**src/rtl/stack_cpu_controller_if.sv**
```systemverilog
// Bundle between the stack CPU controller, instruction memory
// and the stack/ALU/data-memory datapath.
interface stack_cpu_controller_if #(
  parameter int PC_W = 8,
  parameter int SP_W = 5
);
  logic [11:0]     instr;
  logic [7:0]      stk_top;
  logic            alu_ovf;
  logic [PC_W-1:0] pc;
  logic            stk_push;
  logic            stk_pop;
  logic [1:0]      din_sel;
  logic [7:0]      imm;
  logic [7:0]      mem_addr;
  logic            mem_we;
  logic            opa_load;
  logic            opb_load;
  logic            alu_op;
  logic            error;
  logic [SP_W-1:0] sp_count;

  modport master (
    input  instr, stk_top, alu_ovf,
    output pc, stk_push, stk_pop, din_sel, imm,
    output mem_addr, mem_we, opa_load, opb_load,
    output alu_op, error, sp_count
  );

  modport slave (
    output instr, stk_top, alu_ovf,
    input  pc, stk_push, stk_pop, din_sel, imm,
    input  mem_addr, mem_we, opa_load, opb_load,
    input  alu_op, error, sp_count
  );
endinterface

```
**src/rtl/stack_cpu_controller.sv**
```systemverilog
// Multi-cycle sequencer for the 8-bit stack CPU.
// Macro STACK_CPU_OVF_TRAP_EN traps signed ALU overflow into ERROR.
module stack_cpu_controller #(
  parameter int PC_W        = 8,
  parameter int STACK_DEPTH = 16
) (
  input  logic                   clk,
  input  logic                   reset,
  stack_cpu_controller_if.master bus
);
  localparam int SP_W = $clog2(STACK_DEPTH + 1);
  localparam logic [SP_W-1:0] SP_FULL = SP_W'(STACK_DEPTH);

  typedef enum logic [3:0] {
    FETCH,
    DECODE,
    EXEC_PUSHC,
    EXEC_PUSH,
    EXEC_POP,
    EXEC_JUMP,
    EXEC_JZ,
    ALU_B,
    ALU_A,
    ALU_W,
    ERROR
  } state_t;

  state_t          state, state_nx, exec_nx;
  logic [11:0]     ir, ir_nx;
  logic [PC_W-1:0] pc, pc_nx, pc_inc, pc_opd;
  logic [SP_W-1:0] sp, sp_nx, sp_inc, sp_dec;
  logic [3:0]      opcode;
  logic            legal, push_op, pop_op, alu_op2;
  logic            stk_push, stk_pop, mem_we;
  logic            opa_load, opb_load, alu_op;
  logic [1:0]      din_sel;
  logic [7:0]      mem_addr;

  assign opcode  = ir[11:8];
  assign pc_inc  = pc + PC_W'(1);
  assign pc_opd  = PC_W'(ir[7:0]);
  assign sp_inc  = sp + SP_W'(1);
  assign sp_dec  = sp - SP_W'(1);
  assign push_op = (opcode == 4'd0) || (opcode == 4'd1);
  assign pop_op  = (opcode == 4'd2) || (opcode == 4'd4);
  assign alu_op2 = (opcode == 4'd6) || (opcode == 4'd7);
  assign legal   = push_op || pop_op || alu_op2 ||
                   (opcode == 4'd3);

  always_comb begin
    exec_nx = ERROR;
    case (opcode)
      4'd0:    exec_nx = EXEC_PUSHC;
      4'd1:    exec_nx = EXEC_PUSH;
      4'd2:    exec_nx = EXEC_POP;
      4'd3:    exec_nx = EXEC_JUMP;
      4'd4:    exec_nx = EXEC_JZ;
      4'd6,
      4'd7:    exec_nx = ALU_B;
      default: exec_nx = ERROR;
    endcase
  end

  always_ff @(posedge clk or posedge reset) begin
    if (reset) begin
      state <= FETCH;
      ir    <= '0;
      pc    <= '0;
      sp    <= '0;
    end else begin
      state <= state_nx;
      ir    <= ir_nx;
      pc    <= pc_nx;
      sp    <= sp_nx;
    end
  end

  always_comb begin
    state_nx = state;
    ir_nx    = ir;
    pc_nx    = pc;
    sp_nx    = sp;
    stk_push = 1'b0;
    stk_pop  = 1'b0;
    mem_we   = 1'b0;
    opa_load = 1'b0;
    opb_load = 1'b0;
    alu_op   = 1'b0;
    din_sel  = 2'd0;
    mem_addr = 8'h00;
    unique case (state)
      FETCH: begin
        ir_nx    = bus.instr;
        state_nx = DECODE;
      end
      DECODE: begin
        // Conditions are mutually exclusive by opcode class
        unique case (1'b1)
          !legal:                      state_nx = ERROR;
          push_op && (sp == SP_FULL):  state_nx = ERROR;
          pop_op && (sp == '0):        state_nx = ERROR;
          alu_op2 && (sp < SP_W'(2)):  state_nx = ERROR;
          default:                     state_nx = exec_nx;
        endcase
      end
      EXEC_PUSHC: begin
        stk_push = 1'b1;
        sp_nx    = sp_inc;
        pc_nx    = pc_inc;
        state_nx = FETCH;
      end
      EXEC_PUSH: begin
        mem_addr = ir[7:0];
        stk_push = 1'b1;
        din_sel  = 2'd1;
        sp_nx    = sp_inc;
        pc_nx    = pc_inc;
        state_nx = FETCH;
      end
      EXEC_POP: begin
        mem_addr = ir[7:0];
        mem_we   = 1'b1;
        stk_pop  = 1'b1;
        sp_nx    = sp_dec;
        pc_nx    = pc_inc;
        state_nx = FETCH;
      end
      EXEC_JUMP: begin
        pc_nx    = pc_opd;
        state_nx = FETCH;
      end
      EXEC_JZ: begin
        stk_pop  = 1'b1;
        sp_nx    = sp_dec;
        pc_nx    = (bus.stk_top == 8'h00) ? pc_opd : pc_inc;
        state_nx = FETCH;
      end
      ALU_B: begin
        opb_load = 1'b1;
        stk_pop  = 1'b1;
        sp_nx    = sp_dec;
        state_nx = ALU_A;
      end
      ALU_A: begin
        opa_load = 1'b1;
        stk_pop  = 1'b1;
        sp_nx    = sp_dec;
        state_nx = ALU_W;
      end
      ALU_W: begin
        stk_push = 1'b1;
        din_sel  = 2'd2;
        alu_op   = opcode[0];
        sp_nx    = sp_inc;
`ifdef STACK_CPU_OVF_TRAP_EN
        if (bus.alu_ovf) begin
          state_nx = ERROR;
        end else begin
          pc_nx    = pc_inc;
          state_nx = FETCH;
        end
`else
        pc_nx    = pc_inc;
        state_nx = FETCH;
`endif
      end
      ERROR: begin
        state_nx = ERROR;
      end
      default: begin
        state_nx = FETCH;
      end
    endcase
  end

`ifndef STACK_CPU_OVF_TRAP_EN
  logic unused_ovf;
  assign unused_ovf = bus.alu_ovf;
`endif

  assign bus.pc       = pc;
  assign bus.imm      = ir[7:0];
  assign bus.sp_count = sp;
  assign bus.error    = (state == ERROR);
  assign bus.stk_push = stk_push;
  assign bus.stk_pop  = stk_pop;
  assign bus.din_sel  = din_sel;
  assign bus.mem_addr = mem_addr;
  assign bus.mem_we   = mem_we;
  assign bus.opa_load = opa_load;
  assign bus.opb_load = opb_load;
  assign bus.alu_op   = alu_op;
endmodule

```
**src/flat_wrapper.sv**
```systemverilog
// flat-port wrapper written by rule: the top's interface ports become plain ports
module stack_cpu_controller_flat 
#(
  parameter int PC_W        = 8,
  parameter int STACK_DEPTH = 16
)
  (clk, reset, bus_instr, bus_stk_top, bus_alu_ovf, bus_pc, bus_stk_push, bus_stk_pop, bus_din_sel, bus_imm, bus_mem_addr, bus_mem_we, bus_opa_load, bus_opb_load, bus_alu_op, bus_error, bus_sp_count);
  stack_cpu_controller_if #(.PC_W(PC_W), .SP_W((5))) bus_i ();
  input  logic clk;
  input  logic reset;
  input wire logic [$bits(bus_i.instr)-1:0] bus_instr;
  input wire logic [$bits(bus_i.stk_top)-1:0] bus_stk_top;
  input wire logic [$bits(bus_i.alu_ovf)-1:0] bus_alu_ovf;
  output wire logic [$bits(bus_i.pc)-1:0] bus_pc;
  output wire logic [$bits(bus_i.stk_push)-1:0] bus_stk_push;
  output wire logic [$bits(bus_i.stk_pop)-1:0] bus_stk_pop;
  output wire logic [$bits(bus_i.din_sel)-1:0] bus_din_sel;
  output wire logic [$bits(bus_i.imm)-1:0] bus_imm;
  output wire logic [$bits(bus_i.mem_addr)-1:0] bus_mem_addr;
  output wire logic [$bits(bus_i.mem_we)-1:0] bus_mem_we;
  output wire logic [$bits(bus_i.opa_load)-1:0] bus_opa_load;
  output wire logic [$bits(bus_i.opb_load)-1:0] bus_opb_load;
  output wire logic [$bits(bus_i.alu_op)-1:0] bus_alu_op;
  output wire logic [$bits(bus_i.error)-1:0] bus_error;
  output wire logic [$bits(bus_i.sp_count)-1:0] bus_sp_count;
  assign bus_i.instr = bus_instr;
  assign bus_i.stk_top = bus_stk_top;
  assign bus_i.alu_ovf = bus_alu_ovf;
  assign bus_pc = bus_i.pc;
  assign bus_stk_push = bus_i.stk_push;
  assign bus_stk_pop = bus_i.stk_pop;
  assign bus_din_sel = bus_i.din_sel;
  assign bus_imm = bus_i.imm;
  assign bus_mem_addr = bus_i.mem_addr;
  assign bus_mem_we = bus_i.mem_we;
  assign bus_opa_load = bus_i.opa_load;
  assign bus_opb_load = bus_i.opb_load;
  assign bus_alu_op = bus_i.alu_op;
  assign bus_error = bus_i.error;
  assign bus_sp_count = bus_i.sp_count;
  stack_cpu_controller #(.PC_W(PC_W), .STACK_DEPTH(STACK_DEPTH)) u_core (.clk(clk), .reset(reset), .bus(bus_i));
endmodule
```
**config.mk**
```make
export PLATFORM = sky130hd
export DESIGN_NAME = stack_cpu_controller_flat
export DESIGN_NICKNAME = d
export VERILOG_FILES = /design/src/rtl/stack_cpu_controller_if.sv /design/src/rtl/stack_cpu_controller.sv /design/src/flat_wrapper.sv
export SDC_FILE = /design/constraint.sdc
export NUM_CORES = 1
export LEC_CHECK = 0
export ABC_AREA = 1
export ABC_CLOCK_PERIOD_IN_PS = 2760
export CAP_MARGIN = 0
export CORE_ASPECT_RATIO = 0.6
export CORE_UTILIZATION = 48
export CTS_BUF_LIST = sky130_fd_sc_hd__clkbuf_4
export DETAILED_ROUTE_END_ITERATION = 10
export GPL_TIMING_DRIVEN = 0
export PLACE_DENSITY = 0.92
export SYNTH_ARGS = -nofsm -noshare
export SYNTH_HDL_FRONTEND = slang
export SYNTH_SLANG_ARGS = --single-unit
```
**constraint.sdc**
```tcl
create_clock -name clk -period 2.76 [get_ports clk]
set_clock_uncertainty 0.2 [all_clocks]
set_input_delay 0.276 -clock clk [delete_from_list [all_inputs] [get_ports clk]]
set_output_delay 0.276 -clock clk [all_outputs]
set_load 0.01 [all_outputs]
```
* After elaboration in Yosys (flattened, before gate mapping)
Cells that the tools add are included.
** Storage, ports and cells
- Bits in registers :: 29
- Input port bits :: 23
- Output and inout bits :: 38
- Logic and storage cells :: 61
** Cells by class
- Add/subtract/negate cells :: 3
- $lt $le $gt $ge :: 1
- Equal/unequal tests :: 17
- Muxes and demuxes :: 14
- Reduce and logical (&&, ||, !) cells :: 22
** Operators with widths (number)
- equality test 4 x 3 -> 1 bit (second input constant) :: 7
- case mux 4 bit (6 select lines) :: 1
- case mux 8 bit (3 select lines) :: 1
- case mux 4 bit (5 select lines) :: 1
- equality test 4 x 2 -> 1 bit (second input constant) :: 4
- 2-to-1 mux 8 bit :: 2
- equality test 4 bit (second input constant) :: 3
- OR reduction 4 bit :: 3
- case mux 5 bit (2 select lines) :: 1
- adder 8 x 1 -> 8 bit (second input constant) :: 1
- equality test 4 x 1 -> 1 bit (second input constant) :: 2
- zero test 4 bit :: 2
- zero test 8 bit :: 1
- logical OR 1 bit :: 6
- 2-to-1 mux 1 bit :: 6
- adder 5 x 1 -> 5 bit (second input constant) :: 1
- equality test 5 bit (second input constant) :: 1
- zero test 5 bit :: 1
- less-than comparator 5 x 2 -> 1 bit (second input constant) :: 1
- subtractor 5 x 1 -> 5 bit (second input constant) :: 1
- 2-to-1 mux 4 bit :: 1
- case mux 2 bit (2 select lines) :: 1
- OR reduction 2 bit :: 2
- logical AND 1 bit :: 3
- 4 further kinds :: 4

* Depth between registers and ports, before layout
Gate-level depths: netlist (run 1).
- Word-level depth :: 9
- Mapped depth :: 14
- Gate-level depth less buffers :: 14

* Worst setup path before layout (run 1)
OpenSTA, ideal clock, no wires.
- Kind :: flip-flop to flip-flop
- Start :: register u_core.state[2]
- End :: register u_core.sp[3], in the netlist u_core.bus.sp_count[3]
- Library setup time :: 0.126 ns
- Data arrival time :: 1.750 ns
- Data required time :: 2.434 ns
- Setup slack :: 0.684 ns
- Cell stages (with the launch flop) :: 13
- Path buffers :: 0
- Clock period less this slack :: 2.076 ns
- Cells stage by stage :: dfrtp_1 nor2_1 nand2_2 nand2_4 inv_4 ha_1 nand2_1 inv_1 o21ai_0 nand2_1 or2_2 nand3_1 o21ai_0
** Between the ends
- Longest elaborated chain between the ends :: 3
- Elaborated cells between the ends (all ways) :: 11
- Those cells by class :: 7 x eq/ne; 1 x mux; 3 x reduce/logical
** Ends and longest elaborated chain
- from (decl) :: RTL line stack_cpu_controller.sv:28 : state_t state, state_nx, exec_nx;
- from (signal assigned) :: RTL line stack_cpu_controller.sv:71 : state <= state_nx;
- equality test 4 x 3 -> 1 bit (tied with other cells) :: RTL line stack_cpu_controller.sv:91 : unique case (state)
- OR reduction 4 bit (no line) or OR reduction 3 bit (tied branches)
- case mux 5 bit (2 select lines) or nonzero test 2 bit (tied branches)
- to (signal assigned) :: RTL line stack_cpu_controller.sv:74 : sp <= sp_nx;
- to (decl) :: RTL line stack_cpu_controller.sv:31 : logic [SP_W-1:0] sp, sp_nx, sp_inc, sp_dec;
Several ways; a longest one is shown, not always the timed one.
A chain may end at the register's enable or synchronous reset.

* Worst setup path in the final report (run 1)
- Start :: register u_core.state[1]
- End :: output bus_mem_addr[2]
** Between the ends
- Longest elaborated chain between the ends :: 3
- Elaborated cells between the ends (all ways) :: 4
- Those cells by class :: 2 x eq/ne; 1 x mux; 1 x reduce/logical
** Ends and longest elaborated chain
- equality test 4 x 2 -> 1 bit or equality test 4 x 3 -> 1 bit (tied branches) :: RTL line stack_cpu_controller.sv:91
- OR reduction 2 bit (no line) (*)
- 2-to-1 mux 8 bit (*) :: RTL line stack_cpu_controller.sv:91
- to (decl) :: RTL line flat_wrapper.sv:19 : output wire logic [$bits(bus_i.mem_addr)-1:0] bus_mem_addr;
Mark *: on every way between the ends. The rest lies on a longest branch, timed or not.

==> impl_metrics.yaml, run 1 <==
finish:
  mostFrequentLayoutCells: "nand2_1, clkdlybuf4s50_1, nor2_1"
  multi_input_area_um2: 951
  nFillCells: 300
  final_layout_size_suffix_gt1_share_pct: 9.57
  ff_latch_area_um2: 726
  final_common_cell: "nand2_1"
  num_antenna_cells: 0
  synthToLayoutAreaGrowth_pct: 38.2
  layout.nets: 372
die:
  rows: 17
  fp.dieArea_um2: 4250
  num_io_pins: 61
  die_h_um: 50.9
  core_um2: 3740
  fp.dieW_um: 83.5
  initial_core_util_pct: 51.0
cts:
  ctsHoldBuffers: 0
  clockBufferDepth: 2
  tritoncts: "done"
  clockRootBuffer: "clkbuf_4"
  cts.sinks: 29
  htree_levels: 2
  post_cts_buffers: 0
  clkLatencyLatePin_ns: 0.33
  path_clk_slew_ns: 0.10
  cts_made_buffers: 5
synthesis:
  netlist_area_um2: 1910
  yosysUniqueCellTypes: 30
  synth-seq-cells: 29
  yosysWarnings: 0
  synthCells: 278
  synthArstFlopShare_pct: 100
  syn_nets: 306
  synth-edff-count: 0
  synth_ff_type: "dfrtp_1"
  seq_area_frac_synth_pct: 38.0
  syn_avg_cell_area_um2: 6.87
route:
  routed_wl_um: 4750
  dr.pass1.iters: 4
  via_count: 1920
  viasPerCell: 4.90
  drt_drc_violations_left: 0
  avgRoutedWirePerCell_um: 12.1
  drt-initial-drc-count: 170
  antenna_left: 0
timing:
  setup_viol: 0
  rsz0062_at_grt: "no"
  finalHoldViolCount: 0
  fin_crit_ns: 2.55
  worst_slack_ns: 0.208
  max_freq_mhz: 392
  slew_headroom_pct: 26.1
  period_share_pct: 92.5
  finalSetupTns_ns: 0
  slew_violations: 0
  max_slew.worst_pin.slew_ns: 1.11
place:
  routabilityCongestion: 0.893
  io_buffers: 59
  hpwl_um: 3600
  pre_cts_ws_ns: 0.533
outcome:
  status: "finished clean"
power_and_ir_drop:
  leakage_nw: 1.34
  cellPowerDensity_nw_per_um2: 1290
  ir_worst_vdd_mv: 0.777
global_routing:
  grt.total_usage_pct: 24.4
  grt_overflow: 0
  antenna_found_initial: 0
  grt_pass1_vias: 1834
  grt_max_degree: 30
  grt_pass1_wl_um: 8090
setup_path:
  cp-start-kind: "flip-flop"
  reg2reg_slack_ns: 0.51
  arrival_ns: 2.08
  worstPathRequired_ns: 2.28
  worstSetupPathType: "flip-flop to output port"
  critPathMaxFanout: 8
  cp-end-kind: "output port"
min_path:
  min_path_type: "primary input to flip-flop"
job:
  cap_violations: 0
-- final timing paths --
| check | start | endpoint | cells past startpoint |
|---|---|---|---|
| setup / recovery | u_core.state[1] | bus_mem_addr[2] | 6 |
| max in group asynchronous | reset | u_core.bus.pc[6] | 2 |
| min in group asynchronous | reset | u_core.state[1] | 2 |
| setup reg to reg | u_core.state[3] | u_core.bus.sp_count[3] | 13 |
| hold / removal | bus_instr[3] | u_core.ir[3] | 3 |
| hold reg to reg | u_core.bus.sp_count[0] | u_core.bus.sp_count[0] | 1 |
-- worst max-delay path, cell delays in order (launching register included) --
cell             delay (ns)
dfrtp_1                0.46
nor2_2                 0.16
inv_1                  0.10
nor2_4                 0.21
nor2_2                 0.13
nor2_1                 0.13
clkdlybuf4s50_1        0.55
-- synthesized netlist by cell type (3+ instances only) --
master / number / share of area (%)
nand2_1: 75 / 15
nor2_1: 51 / 10
inv_1: 40 / 7.9
dfrtp_1: 29 / 38
nand3_1: 20 / 5.2
a21oi_1: 18 / 4.7
buf_4: 8 / 3.1
ha_1: 4 / 2.6
o21ai_0: 4 / 1.0
nand2_4: 3 / 1.8
or2_2: 3 / 0.98
-- cells by family (layout without fill, tap and decap cells) --
family	after synthesis	in the layout	share of synthesized area, %
AOI/OAI and AO/OA	27	27	7.73
buffers and inverters	52	119	12.4
adders and majority gates	5	5	3.67
and+or+nand+nor	163	163	37.3
DFF	29	29	38.0
xor gates and xnor gates	2	2	0.917
-- final cells by class --
class	instances	area share (%)
Tap cell	47	2.23
Timing Repair Buffer	59	22.4
Clock inverter	3	1.56
Buffer	11	3.03
Sequential cell	29	27.5
Multi-Input combinational cell	197	36.0
Clock buffer	5	1.42
Inverter	41	5.92
-- flip-flops by register name, summed over array words and instances (netlist names) --
name	flops
u_core.bus.pc	8
u_core.bus.sp_count	5
u_core.ir	12
u_core.state	4
-- metrics by stage --
step	util (%)	cells	power (mW)	instance area, um^2	hold slack [ns]
4_1_cts	70.5	392	3.39	2640	0.303
6_report	70.6	392	3.41	2640	0.314
3_3_place_gp	68.4	384	2.96	2560	0.336
3_5_place_dp	68.4	384	3.03	2560	0.340
5_1_grt	70.6	392	3.75	2640	0.311
2_1_floorplan	-	278	2.25	1910	0.154
-- metal layers --
layer / vias to the layer above / wire length (um) / global-route usage (%)
met3: 7 / 392 / 6.62
met1: 860 / 2330 / 35.3
met2: 66 / 1980 / 36.1
met4: 0 / 44 / 7.06
li1: 987 / - / -
met5: - / 0 / 0
-- timing repair --
action | 4_1_cts | 5_1_grt
gates resized for setup | 0 | 1
setup endpoints to repair | 0 | 1
endpoints found under the hold margin | 0 | 0
-- report_power, final --
group	internal (mW)	leakage [nW]	switching [mW]	total [mW]
clock network	0.187	0.0389	0.161	0.349
registers	0.645	0.333	0.227	0.872
logic	0.993	0.973	1.19	2.19
Power figures use the tool's default switching activity.
==> inputs of run 2 (changes only) <==
--- a/config.mk
+++ b/config.mk
@@ -5,15 +5,14 @@
 export SDC_FILE = /design/constraint.sdc
 export NUM_CORES = 1
 export LEC_CHECK = 0
-export ABC_AREA = 1
-export ABC_CLOCK_PERIOD_IN_PS = 2760
+export ABC_CLOCK_PERIOD_IN_PS = 2800
 export CAP_MARGIN = 0
-export CORE_ASPECT_RATIO = 0.6
-export CORE_UTILIZATION = 48
+export CORE_ASPECT_RATIO = 0.8
+export CORE_UTILIZATION = 47
 export CTS_BUF_LIST = sky130_fd_sc_hd__clkbuf_4
 export DETAILED_ROUTE_END_ITERATION = 10
 export GPL_TIMING_DRIVEN = 0
-export PLACE_DENSITY = 0.92
+export PLACE_DENSITY = 0.91
 export SYNTH_ARGS = -nofsm -noshare
 export SYNTH_HDL_FRONTEND = slang
 export SYNTH_SLANG_ARGS = --single-unit
==> constraint.sdc (replaced) <==
create_clock -name clk -period 2.8 [get_ports clk]
set_clock_uncertainty 0.2 [all_clocks]
set_input_delay 0.28 -clock clk [delete_from_list [all_inputs] [get_ports clk]]
set_output_delay 0.28 -clock clk [all_outputs]
set_load 0.01 [all_outputs]
==> run 2 against run 1 <==
Worst hold slack lost 0.0047 ns. Design area decreased by 5.3%. The flow now finishes with violations (DRC). Largest cell class unchanged. Register-to-register slack got worse by 0.19 ns. Setup slack worse by 0.024 ns. Global-route usage decreased by 2.3 points. Sequential power rose by 3.9%. Clock power fell by 30%. Sequential cell count stayed put. Synthesized cell count fell by 33%.
==> impl_metrics.yaml, run 2 <==
finish:
  layoutNonFillerInstCount: 294
  largest_reg_flops: 12
  nFillCells: 248
  fin_area_um2: 2500
  num_antenna_cells: 0
  mostFrequentLayoutCells: "clkdlybuf4s50_1, dfrtp_1, mux2_2, nor2_1"
  ff_latch_area_um2: 726
  multi_input_area_um2: 930
  final_layout_size_suffix_gt1_share_pct: 15.9
  top_register: "u_core.ir"
  synthToLayoutAreaGrowth_pct: 38.5
  final_common_cell: "clkdlybuf4s50_1"
  layout.nets: 279
synthesis:
  syn_nets: 213
  yosysUniqueCellTypes: 43
  synth-seq-cells: 29
  synth_top_cells_by_area: "dfrtp_1, mux2_2, buf_4, nor3_1, and2_1"
  netlist_area_um2: 1810
  synth_top_cells_by_count: "dfrtp_1, nor2_1, mux2_2"
  syn_avg_cell_area_um2: 9.76
  yosys.area.top_type_share_pct: 40.2
  seq_area_frac_synth_pct: 40.2
  synth.most_common_cell: "dfrtp_1"
  yosys.area.top_type: "dfrtp_1"
  synth-edff-count: 0
  synthArstFlopShare_pct: 100
  synth_ff_type: "dfrtp_1"
  yosysWarnings: 0
  synthCells: 185
cts:
  htree_levels: 2
  ctsHoldBuffers: 0
  cts_made_buffers: 5
  cts.sinks: 29
  cts_resized: 0
  post_cts_buffers: 0
  clockRootBuffer: "clkbuf_4"
  tritoncts: "done"
  path_clk_slew_ns: 0.10
  clockBufferDepth: 2
  clkLatencyLatePin_ns: 0.34
power_and_ir_drop:
  p_comb_share_pct: 64.9
  leakage_nw: 1.06
  swShare_pct: 41.5
  pwr-share-clk_pct: 7.4
  cellPowerDensity_nw_per_um2: 1310
  internal_power_mw: 1.91
  ir_worst_vdd_mv: 0.734
  p_switching_mw: 1.36
  seq_power_share_pct: 27.7
die:
  fp.dieArea_um2: 4090
  core_um2: 3540
  rows: 19
  fp.dieW_um: 71.3
  initial_core_util_pct: 51.0
  die_h_um: 57.4
  num_io_pins: 61
route:
  via_count: 1620
  dr.pass1.iters: 8
  drt-initial-drc-count: 90
  viasPerCell: 5.51
  avgRoutedWirePerCell_um: 14.4
  routed_wl_um: 4240
  antenna_left: 0
  drt_drc_violations_left: 3
global_routing:
  grt.total_usage_pct: 22.1
  grt_overflow: 0
  grt_pass1_wl_um: 6800
  top_usage_layer: "met2"
  antenna_found_initial: 0
  use_met3_pct: 7.07
  grt_pass1_vias: 1383
  met2_usage_pct: 32.2
  met1_usage_pct: 32.0
  grt_max_degree: 30
setup_path:
  cp-start-kind: "flip-flop"
  worstPathRequired_ns: 2.32
  worstSetupPathType: "flip-flop to output port"
  rr_worst_depth: 9
  arrival_ns: 2.14
  critPathMaxFanout: 10
  cp-end-kind: "output port"
place:
  dp.cells: 286
  dpl_cell_area_um2: 2450
  io_buffers: 59
  hpwl_um: 3230
  routabilityCongestion: 0.837
timing:
  max_freq_mhz: 382
  max_slew.worst_pin.slew_ns: 1.10
  setup_viol: 0
  period_share_pct: 93.4
  finalSetupTns_ns: 0
  fin_crit_ns: 2.62
  finalHoldViolCount: 0
  slew_violations: 0
  rsz0062_at_grt: "no"
  slew_headroom_pct: 26.5
outcome:
  violations: "DRC"
  status: "complete, but fails checks"
job:
  cap_violations: 0
min_path:
  whs_path_depth: 3
  min_path_type: "primary input to flip-flop"
run 2: changes by cell type after synthesis, sizes merged, moves of 5 or more:
cell,previous run,this run
and2,0,8
nor3,1,11
a21oi,19,9
buf,10,15
mux2i,0,5
mux2,0,15
inv,41,10
nand2,80,11
nand3,20,6
nor2,55,13
run 2: final cells by class:
type	count	share of cell area [%]
tap	42	2.10
multi-input combinational	129	37.2
timing repair buffer	59	23.6
buffer	17	4.60
clock inverter	3	0.500
sequential	29	29.0
clock buffer	5	1.50
inverter	10	1.50
run 2: logic make-up (layout without fill, tap and decap cells):
| family | after synthesis | after routing | synth area share (%) |
|---|---|---|---|
| XOR/XNOR | 4 | 4 | 1.94 |
| flip-flops | 29 | 29 | 40.2 |
| AND/OR/NAND/NOR | 68 | 68 | 20.2 |
| AO/OA/AOI/OAI | 31 | 31 | 12.0 |
| adder cells (fa/ha/maj) | 6 | 6 | 4.44 |
| multiplexers | 20 | 20 | 12.8 |
| buffers and inverters | 27 | 94 | 8.45 |
run 2: power by group through the flow:
stage	combinational, mW	sequential (mW)	clock [mW]
after global routing	2.31	0.940	0.269
after detailed placement	2.12	0.907	0
final	2.12	0.906	0.243
after global placement	2.06	0.891	0
after CTS	2.13	0.899	0.241
after floorplan	1.41	0.875	0
run 2: routing by layer:
metal | share of wire (%) | routed length, um
met5 | 0 | 0
met4 | 0.90 | 38
met3 | 6.9 | 291
met2 | 46 | 1950
met1 | 46 | 1960
run 2: final timing paths:
| path | startpoint | end | slack, ns |
|---|---|---|---|
| setup / recovery | u_core.state[0] | bus_mem_addr[2] | 0.18 |
| hold / removal | bus_instr[8] | u_core.ir[8] | 0.31 |
| setup reg to reg | u_core.state[2] | u_core.bus.sp_count[4] | 0.32 |
| hold reg to reg | u_core.bus.sp_count[4] | u_core.bus.sp_count[4] | 0.32 |
| max in group asynchronous | reset | u_core.bus.sp_count[1] | 1.41 |
| min in group asynchronous | reset | u_core.state[0] | 0.33 |
run 2: stage by stage:
stage,power [mW],utilization (%),setup WS [ns],hold slack (ns)
2_1_floorplan,2.28,-,0.421,0.158
3_3_place_gp,2.95,69.1,0.349,0.307
3_5_place_dp,3.02,69.1,0.338,0.312
4_1_cts,3.27,70.5,0.118,0.301
5_1_grt,3.52,70.6,0.0609,0.293
6_report,3.27,70.6,0.184,0.309
run 2: critical path, cell delays in order (launching register included):
cell and delay [ns]:
dfrtp_1 0.34, buf_2 0.24, nand2_1 0.13, nor2_1 0.11, a21oi_1 0.06, nor2_2 0.21, and2_1 0.17, clkdlybuf4s50_1 0.53
